### src/rtl/tqvp_vga_sync_decoder.sv
// Receive-side VGA sync decoder: recovers pixel/line position from raw hsync/vsync,
// measures line/frame periods and sync widths, and declares lock after stable frames.
module tqvp_vga_sync_decoder #(
  parameter int CNT_W       = 12,
  parameter int LOCK_FRAMES = 2
) (
  input  logic             clk,
  input  logic             rst_n,
  input  logic             hsync_in,
  input  logic             vsync_in,
  input  logic             polarity,
  output logic [CNT_W-1:0] pix_x,
  output logic [CNT_W-1:0] pix_y,
  output logic [CNT_W-1:0] h_total,
  output logic [CNT_W-1:0] v_total,
  output logic [CNT_W-1:0] h_sync_w,
  output logic [CNT_W-1:0] v_sync_w,
  output logic             line_start,
  output logic             frame_start,
  output logic             locked,
  output logic             lost_lock
);

  localparam int               MC_W     = $clog2(LOCK_FRAMES + 1);
  localparam logic [CNT_W-1:0] CNT_MAX  = {CNT_W{1'b1}};
  localparam logic [CNT_W-1:0] CNT_ZERO = {CNT_W{1'b0}};
  localparam logic [CNT_W-1:0] CNT_ONE  = {{(CNT_W-1){1'b0}}, 1'b1};
  localparam logic [MC_W-1:0]  MC_ZERO  = {MC_W{1'b0}};
  localparam logic [MC_W-1:0]  MC_ONE   = MC_W'(1'b1);
  localparam logic [MC_W-1:0]  MC_LOCK  = MC_W'(LOCK_FRAMES);

  typedef enum logic [1:0] {
    ST_SEARCH  = 2'd0,
    ST_MEASURE = 2'd1,
    ST_LOCKED  = 2'd2
  } state_t;

  function automatic logic [CNT_W-1:0] sat_inc(input logic [CNT_W-1:0] v);
    if (v == CNT_MAX) return CNT_MAX;
    else              return v + CNT_ONE;
  endfunction

  logic [1:0]       rst_sync_r;
  logic             rst_int_n_s;
  logic [2:0]       h_pipe_r, v_pipe_r, vld_r;
  logic             h_lvl_s, v_lvl_s, h_edge_s, v_edge_s;
  logic             h_rise_s, h_fall_s, v_rise_s, v_fall_s;
  logic [CNT_W-1:0] pix_x_r, pix_y_r, h_total_r, v_total_r, h_sync_w_r, v_sync_w_r;
  logic             line_start_r, frame_start_r, locked_r, lost_lock_r;
  state_t           state_r, fsm_nxt_s, state_nxt_s;
  logic [MC_W-1:0]  match_cnt_r, match_cnt_nxt_s;
  logic [CNT_W-1:0] ref_h_r, ref_h_nxt_s, ref_v_r, ref_v_nxt_s;
  logic             ref_valid_r, ref_valid_nxt_s;
  logic [CNT_W-1:0] h_new_s, v_new_s;
  logic             timeout_s;

  // Reset synchroniser: asserts immediately, releases on clk
  always_ff @(posedge clk or negedge rst_n) begin
    if (!rst_n) rst_sync_r <= 2'b00;
    else        rst_sync_r <= {rst_sync_r[0], 1'b1};
  end

  assign rst_int_n_s = rst_sync_r[1];

  // Pin synchronisers plus a fill flag so reset values never look like an edge
  always_ff @(posedge clk or negedge rst_int_n_s) begin
    if (!rst_int_n_s) begin
      h_pipe_r <= 3'b000;
      v_pipe_r <= 3'b000;
      vld_r    <= 3'b000;
    end else begin
      h_pipe_r <= {h_pipe_r[1:0], hsync_in};
      v_pipe_r <= {v_pipe_r[1:0], vsync_in};
      vld_r    <= {vld_r[1:0], 1'b1};
    end
  end

  assign h_lvl_s   = h_pipe_r[1] ^ ~polarity;
  assign v_lvl_s   = v_pipe_r[1] ^ ~polarity;
  assign h_edge_s  = vld_r[2] & (h_pipe_r[1] ^ h_pipe_r[2]);
  assign v_edge_s  = vld_r[2] & (v_pipe_r[1] ^ v_pipe_r[2]);
  assign h_rise_s  = h_edge_s & h_lvl_s;
  assign h_fall_s  = h_edge_s & ~h_lvl_s;
  assign v_rise_s  = v_edge_s & v_lvl_s;
  assign v_fall_s  = v_edge_s & ~v_lvl_s;
  assign h_new_s   = h_rise_s ? sat_inc(pix_x_r) : h_total_r;
  assign v_new_s   = sat_inc(pix_y_r);
  assign timeout_s = (pix_x_r == CNT_MAX);

  // Position counters and measurements; a vsync edge overrides the line increment
  always_ff @(posedge clk or negedge rst_int_n_s) begin
    if (!rst_int_n_s) begin
      pix_x_r       <= CNT_ZERO;
      pix_y_r       <= CNT_ZERO;
      h_total_r     <= CNT_ZERO;
      v_total_r     <= CNT_ZERO;
      h_sync_w_r    <= CNT_ZERO;
      v_sync_w_r    <= CNT_ZERO;
      line_start_r  <= 1'b0;
      frame_start_r <= 1'b0;
    end else begin
      line_start_r  <= h_rise_s;
      frame_start_r <= v_rise_s;
      if (h_rise_s) begin
        h_total_r <= sat_inc(pix_x_r);
        pix_x_r   <= CNT_ZERO;
      end else begin
        pix_x_r   <= sat_inc(pix_x_r);
      end
      if (h_fall_s) h_sync_w_r <= sat_inc(pix_x_r);
      if (v_rise_s) begin
        v_total_r <= sat_inc(pix_y_r);
        pix_y_r   <= CNT_ZERO;
      end else if (h_rise_s) begin
        pix_y_r   <= sat_inc(pix_y_r);
      end
      if (v_fall_s) v_sync_w_r <= sat_inc(pix_y_r);
    end
  end

  // Lock FSM next-state logic
  always_comb begin
    fsm_nxt_s       = state_r;
    match_cnt_nxt_s = match_cnt_r;
    ref_h_nxt_s     = ref_h_r;
    ref_v_nxt_s     = ref_v_r;
    ref_valid_nxt_s = ref_valid_r;
    case (state_r)
      ST_SEARCH: begin
        if (v_rise_s) begin
          fsm_nxt_s       = ST_MEASURE;
          match_cnt_nxt_s = MC_ZERO;
          ref_valid_nxt_s = 1'b0;
        end else begin
          fsm_nxt_s       = ST_SEARCH;
        end
      end
      ST_MEASURE: begin
        if (v_rise_s) begin
          if (ref_valid_r && (h_new_s == ref_h_r) && (v_new_s == ref_v_r)) begin
            match_cnt_nxt_s = match_cnt_r + MC_ONE;
          end else begin
            match_cnt_nxt_s = MC_ZERO;
          end
          ref_h_nxt_s     = h_new_s;
          ref_v_nxt_s     = v_new_s;
          ref_valid_nxt_s = 1'b1;
          if (match_cnt_nxt_s == MC_LOCK) fsm_nxt_s = ST_LOCKED;
          else                            fsm_nxt_s = ST_MEASURE;
        end else begin
          fsm_nxt_s = ST_MEASURE;
        end
      end
      ST_LOCKED: begin
        if ((h_rise_s && (h_new_s != ref_h_r)) || (v_rise_s && (v_new_s != ref_v_r))) begin
          fsm_nxt_s = ST_SEARCH;
        end else begin
          fsm_nxt_s = ST_LOCKED;
        end
      end
      default: begin
        fsm_nxt_s = ST_SEARCH;
      end
    endcase
  end

  assign state_nxt_s = timeout_s ? ST_SEARCH : fsm_nxt_s;

  // Lock FSM state, references and lock status outputs
  always_ff @(posedge clk or negedge rst_int_n_s) begin
    if (!rst_int_n_s) begin
      state_r     <= ST_SEARCH;
      match_cnt_r <= MC_ZERO;
      ref_h_r     <= CNT_ZERO;
      ref_v_r     <= CNT_ZERO;
      ref_valid_r <= 1'b0;
      locked_r    <= 1'b0;
      lost_lock_r <= 1'b0;
    end else begin
      state_r     <= state_nxt_s;
      match_cnt_r <= match_cnt_nxt_s;
      ref_h_r     <= ref_h_nxt_s;
      ref_v_r     <= ref_v_nxt_s;
      ref_valid_r <= ref_valid_nxt_s;
      locked_r    <= (state_nxt_s == ST_LOCKED);
      lost_lock_r <= (state_r == ST_LOCKED) && (state_nxt_s != ST_LOCKED);
    end
  end

  assign pix_x       = pix_x_r;
  assign pix_y       = pix_y_r;
  assign h_total     = h_total_r;
  assign v_total     = v_total_r;
  assign h_sync_w    = h_sync_w_r;
  assign v_sync_w    = v_sync_w_r;
  assign line_start  = line_start_r;
  assign frame_start = frame_start_r;
  assign locked      = locked_r;
  assign lost_lock   = lost_lock_r;

endmodule

### config.mk
export PLATFORM = sky130hd
export DESIGN_NAME = tqvp_vga_sync_decoder
export DESIGN_NICKNAME = d
export VERILOG_FILES = /design/src/rtl/tqvp_vga_sync_decoder.sv
export SDC_FILE = /design/constraint.sdc
export NUM_CORES = 1
export LEC_CHECK = 0
export ABC_AREA = 0
export CAP_MARGIN = 10
export CORE_AREA = 2 2 104 106
export CTS_CLUSTER_SIZE = 30
export DETAILED_ROUTE_END_ITERATION = 10
export DIE_AREA = 0 0 106 108
export GPL_ROUTABILITY_DRIVEN = 0
export HOLD_SLACK_MARGIN = 0.02
export PLACE_DENSITY = 0.88
export SLEW_MARGIN = 25
export SYNTH_ARGS = -nofsm -noshare
export SYNTH_HDL_FRONTEND = slang
export SYNTH_SLANG_ARGS = --single-unit
export TNS_END_PERCENT = 20
### constraint.sdc
create_clock -name clk -period 4.64 [get_ports clk]
set_input_delay 0.696 -clock clk [delete_from_list [all_inputs] [get_ports clk]]
set_output_delay 0.696 -clock clk [all_outputs]
set_load 0.01 [all_outputs]
======== Yosys cells after proc, flatten, opt, wreduce, memory -nomap -nowiden ========
Index checks and enable logic that the tools add are counted.
storage, ports and cells
  flip-flop bits (word level) ............. 116
  input port bits ......................... 5
  output and inout bits ................... 76
  word-level logic and storage cells ...... 80
cells by class
  add/subtract/negate cells ............... 3
  equal/unequal tests ..................... 13
  multiplexer cells ....................... 21
  bitwise gates (word level) .............. 13
  reductions and logical operators ........ 11
operators with widths
  operator                                             count
  two-way mux 12 bit                                   6
  adder 12 x 1 -> 12 bit, second input constant        2
  equality test 12 bit                                 2
  equality test 12 bit, second input constant          2
  != test 12 bit                                       2
  two-way mux 2 bit                                    9
  bitwise AND 1 bit                                    6
  equality test 2 bit, second input constant           3
  != test 2 bit, second input constant                 3
  one-hot mux 2 bit (3 select lines)                   1
  logical AND 1 bit                                    5
  one-hot mux 2 bit (2 select lines)                   1
  nonzero test 2 bit                                   2
  XOR 1 bit                                            4
  two-way mux 1 bit                                    3
  inverter 1 bit                                       3
  AND reduction 3 bit                                  1
  adder 2 x 1 -> 2 bit, second input constant          1
  equality test 2 x 1 -> 1 bit, second input constant  1
  zero test 2 bit                                      1
  one-hot mux 1 bit (2 select lines)                   1
  AND reduction 2 bit                                  1
  logical OR 1 bit                                     1

======== Depth between registers and ports, before layout ========
  depth in word-level cells ............... 17
  depth in mapped cells ................... 11
  gate-level depth less buffers ........... 10

======== Least setup slack after synthesis ========
OpenSTA, ideal clock, no wires.
  kind .................................... input -> register
  start point ............................. input port polarity
  end point ............................... register lost_lock_r, in the netlist lost_lock
  setup time .............................. 0.119 ns
  arrival ................................. 2.816 ns
  data required time ...................... 4.521 ns
  path slack .............................. 1.705 ns
  stages on the path ...................... 11
  buffers on the path ..................... 1
  cells stage by stage .................... nor4bb_1 > nor2_1 > inv_1 > clkbuf_1 > mux2i_1 > o22ai_1 > a2111oi_0 > o2111ai_1 > o31ai_1 > o2111ai_1 > and2_1
on the way
  longest elaborated chain between the ends .. 17
  elaborated cells between the ends (all ways) .. 25
  classes of those cells .................. eq/ne: 4; mux: 10; bitwise: 5; reduce/logical: 6
RTL lines
  what                                    RTL line  source
  start: declaration                      11        input logic polarity,
  inverter 1 bit (*)                      78, 79
  XOR 1 bit                               78        assign h_lvl_s = h_pipe_r[1] ^ ~polarity;
  bitwise AND 1 bit                       82        assign h_rise_s = h_edge_s & h_lvl_s;
  two-way mux 12 bit                      86        assign h_new_s = h_rise_s ? sat_inc(pix_x_r) : h_total_r;
  equality test 12 bit                    140       if (ref_valid_r && (h_new_s == ref_h_r) && (v_new_s == ref_v_r)) begin
  logical AND 1 bit (2 in series)         140
  two-way mux 2 bit                       140
  two-way mux 2 bit                       139       if (v_rise_s) begin
  two-way mux 2 bit                       128       case (state_r)
  equality test 2 bit                     148       if (match_cnt_nxt_s == MC_LOCK) fsm_nxt_s = ST_LOCKED;
  two-way mux 2 bit                       148
  two-way mux 2 bit                       139
  one-hot mux 2 bit (3 select lines) (*)  128
  two-way mux 2 bit (*)                   167       assign state_nxt_s = timeout_s ? ST_SEARCH : fsm_nxt_s;
  != test 2 bit (*)                       186       lost_lock_r <= (state_r == ST_LOCKED) && (state_nxt_s != ST_LOCKED);
  logical AND 1 bit (*)                   186
  end signal: assignment                  186
  end: declaration                        49        logic line_start_r, frame_start_r, locked_r, lost_lock_r;
Mark *: on every way between the ends. The rest lies on a longest branch, timed or not. The select of a mux whose other input is x is not followed.
A chain may end at the register's enable or synchronous reset.

======== Worst setup path in the final report ========
  start point ............................. register pix_y_r[0], in the netlist pix_y[0]
  end point ............................... register state_r[1]
on the way
  longest elaborated chain between the ends .. 12
  elaborated cells between the ends (all ways) .. 17
  classes of those cells .................. add/sub: 1; eq/ne: 4; mux: 9; reduce/logical: 3
RTL lines
  what                                                                   RTL line  source
  start: declaration                                                     48        logic [CNT_W-1:0] pix_x_r, pix_y_r, h_total_r, v_total_r, h_sync_w_r, v_sync_w_r;
  start signal: assignment                                               115       pix_y_r <= sat_inc(pix_y_r);
  adder 12 x 1 -> 12 bit / equality test 12 bit (equally long branches)  40, 39
  two-way mux 12 bit (*)                                                 39        if (v == CNT_MAX) return CNT_MAX;
  equality test 12 bit                                                   140
  logical AND 1 bit                                                      140
  two-way mux 2 bit                                                      140
  two-way mux 2 bit                                                      139
  two-way mux 2 bit                                                      128
  equality test 2 bit                                                    148
  two-way mux 2 bit                                                      148
  two-way mux 2 bit                                                      139
  one-hot mux 2 bit (3 select lines) (*)                                 128
  two-way mux 2 bit (*)                                                  167
  via state_nxt_s[1]                                                     50        state_t state_r, fsm_nxt_s, state_nxt_s;
  end signal: assignment                                                 180       state_r <= state_nxt_s;
  end: declaration                                                       50
The timed path passes the listed nets; every way through them passes the cells marked *. The select of a mux whose other input is x is not followed.

==> summary.md <==
| Metric | Value |
|---|---|
| Hold WC Path Type | in2async |
| Critical Path RT | 5.04 ns |
| CP max FO | 11 |
| Crit-path cells | ha_1 -> and3_2 -> nand2_4 -> o41ai_2 -> nor2_1 -> nor4_2 -> o2111ai_1 -> nor4_2 -> nand4_2 -> o31ai_1 |
| Final min period | 3.717 ns |
| Reg-to-Reg End | state_r[1]$_DFF_PN0_ |
| Antenna violations before repair | 0 |
| DP Worst Slack | 0.7086 ns |
| Final Cycle Share | 80.11% |
| Die X | 106 um |
| PwrDens | 512.3 nW/um^2 |
| I/O pin count | 81 |
| Fmax | 269.0 MHz |
| Most common cell after layout, fill and taps aside | dfrtp_1 |
| Mapped Area | 5558 sq um |
| Reg2Reg Setup Slack | 0.92 ns |
| Netlist cell types | 70 |
| Crit path top cell by count | nor4_2 |
| Critical Path Sink Type | flop |
| Clk_skew | 0.01201 ns |
| Max cap viols | 0 |
| Crit-path max cell delay | 0.78 ns |
| Ys Warns | 0 |
| Fin. Hold Viols | 0 |
| Setup TNS | 0 ns |
| Largest net degree at the start of global routing | 70 |
| Unrepaired setup endpoints after global routing | no |
| Slew Limit Fails | 0 |
| Critical path's top delay family | simple AND/OR/NAND/NOR gates |
| Fillers | 763 |
| Diode count | 0 |
| Worst setup path category | reg2reg |
| Reg-to-reg critical path startpoint | pix_y[0]$_DFFE_PN0P_ |
| Final setup viols | 0 |
| Slew Limit Headroom | 32.88% |
| Hold_buf cts | 0 |
| Resize count post-CTS | 0 |
| Maximum VDD drop | 0.2668 mV |
| Via-to-Cell Ratio | 6.005 |
| Clock tree from TritonCTS | built |
| Crit-path slowest cell | o41ai_2 |
| Total number of vias | 4876 |
| WL/cell | 17.53 um |
| Clk buf depth | 2 |
| Final core area utilization | 68.52% |
| DP HPWL | 9.436 mm |
| Sequential area share after synthesis | 52.23% |
| Die Y-Extent | 108 um |
| Post-synth EDFFs | 0 |
| Area Growth Syn to Fin | 26.14% |
| CTS buffer count | 17 |
| Layout cells sized above 1 | 10.50% |
| CP Launch Type | flop |
| Synthesized area per cell | 9.501 sq um |
| CP arrival | 4.12 ns |
| Final Net Count | 670 |
| First-pass GRT wire length | 23.65 mm |
| Core outline area | 10230 sq um |
| Status | finished, final reports clean |
| R2R depth | 10 |
| Routed WL | 14.24 mm |
| Final ANT Viol Nets | 0 |
| Ys flop type | dfrtp_1 |
| Most frequent cells in the layout | dfrtp_1 (115), nand2_1 (91), o21ai_0 (83) |
| Vias in the first global route | 4758 |
| Worst skew pair latency | 0.52 ns |
| Post-synth ARST share | 100.0% |
| Post-synthesis register bit count | 116 |
| Drt first pass iters | 5 |
| Clock Sinks | 116 |
| Clk Tree Root Cell | clkbuf_8 |
| DR iter-0 viols | 375 |
| Initial Utilization | 54.32% |
| Worst Tran Pin Value | 1.004 ns |
| Site Rows | 37 |
| Htree depth | 4 |
| Total track usage | 26.55% |
| Grt ovf | 0 |
| Reg clk slew, reported paths | 0.05 ns |
| Post-CTS setup buffers | 0 |
| Drt drc | 0 |
| CP bufs+invs | 0 |
| Die area | 11450 sq um |
| Synth Instances | 585 |
| Final worst setup slack | 0.9229 ns |
| PortBufs | 80 |
| Static Leak | 3.024 nW |
-- power by group --
group          switching (mW)  internal [mW]  leakage [nW]  total (mW)
clock                   0.473          0.813         0.273        1.29
combinational           0.458          0.441          1.24       0.899
sequential              0.216           1.19          1.52        1.41
-- routing by layer --
metal | track usage, % | vias to the layer above | share of wire (%) | routed length, um
met5 | 0 | - | 0 | 0
met4 | 12.59 | 0 | 3.6 | 517
met3 | 6.028 | 52 | 8.2 | 1162
met2 | 44.75 | 269 | 49 | 6993
met1 | 32.67 | 2354 | 39 | 5564
li1 | - | 2201 | - | -
-- state kept, by name, indices dropped and copies added, names as in the netlist --
register	count
lost_lock	1
vld_r	3
v_sync_w	12
frame_start	1
ref_valid_r	1
pix_x	12
v_total	12
rst_sync_r	2
ref_v_r	12
h_total	12
state_r	2
match_cnt_r	2
h_pipe_r	3
h_sync_w	12
locked	1
ref_h_r	12
line_start	1
pix_y	12
v_pipe_r	3
-- logic make-up (layout without fill, tap and decap cells) --
kind of cell | after synthesis | after routing | synth area share (%)
xor+xnor | 28 | 28 | 4.412
fa+ha+maj | 2 | 2 | 0.4502
other cells | 1 | 2 | 0.06747
mux | 14 | 14 | 2.769
buf+inv | 52 | 142 | 4.502
compound gates | 148 | 148 | 15.94
simple gates | 224 | 224 | 19.63
flops | 116 | 116 | 52.23
-- layout make-up --
type                            instances  area [sq um]  area share (%)
Sequential cell                       116          2907           41.46
Multi-Input combinational cell        418          2411           34.39
Timing Repair Buffer                   88         860.8           12.28
Clock buffer                           18         417.9           5.961
Tap cell                              136         170.2           2.427
Clock inverter                         14         161.4           2.302
Inverter                               22         82.58           1.178
-- per-stage QoR --
| stage | std cells | power, mW | area, sq um | hold WS [ns] |
|---|---|---|---|---|
| floorplan | 586 | 1.883 | 5562 | 0.3312 |
| finish | 812 | 3.591 | 7010 | 0.3471 |
| global route | 812 | 3.775 | 7010 | 0.3366 |
| global placement | 780 | 2.248 | 6431 | 0.3353 |
| detailed placement | 780 | 2.289 | 6431 | 0.3395 |
| CTS | 812 | 3.600 | 7010 | 0.3324 |
-- synthesized netlist by cell type (4+ instances only) --
cell type	count	area, sq um
a31oi_1	4	25.02
and3_1	4	25.02
inv_1	22	82.58
o2111ai_1	5	43.79
a21oi_1	16	80.08
xnor2_1	18	157.7
mux2_2	11	123.9
xor2_1	10	87.58
buf_4	4	30.03
and2_1	6	37.54
o21ai_0	83	415.4
nor3_1	12	60.06
buf_6	5	56.30
nor2_1	60	225.2
o31ai_1	5	37.54
a211oi_1	4	30.03
dfrtp_1	116	2903
o22ai_1	5	31.28
clkbuf_1	18	67.56
nand3_1	13	65.06
nand4_1	7	43.79
nand2_1	91	341.6
-- how the worst max path moves through the flow --
stage                                  startpoint                    end  slack (ns)  cells past startpoint
after floorplan           rst_sync_r[1]$_DFF_PN0_  frame_start$_DFF_PN0_        1.17                      0
after global placement                   polarity    lost_lock$_DFF_PN0_        0.87                     11
after detailed placement                 polarity    lost_lock$_DFF_PN0_        0.71                     11
after CTS                    pix_y[0]$_DFFE_PN0P_   state_r[1]$_DFF_PN0_        1.03                     10
after global routing         pix_y[0]$_DFFE_PN0P_       locked$_DFF_PN0_        0.74                     10
final                        pix_y[0]$_DFFE_PN0P_   state_r[1]$_DFF_PN0_        0.92                     10
No activity file was read; power rests on OpenSTA's default activity.
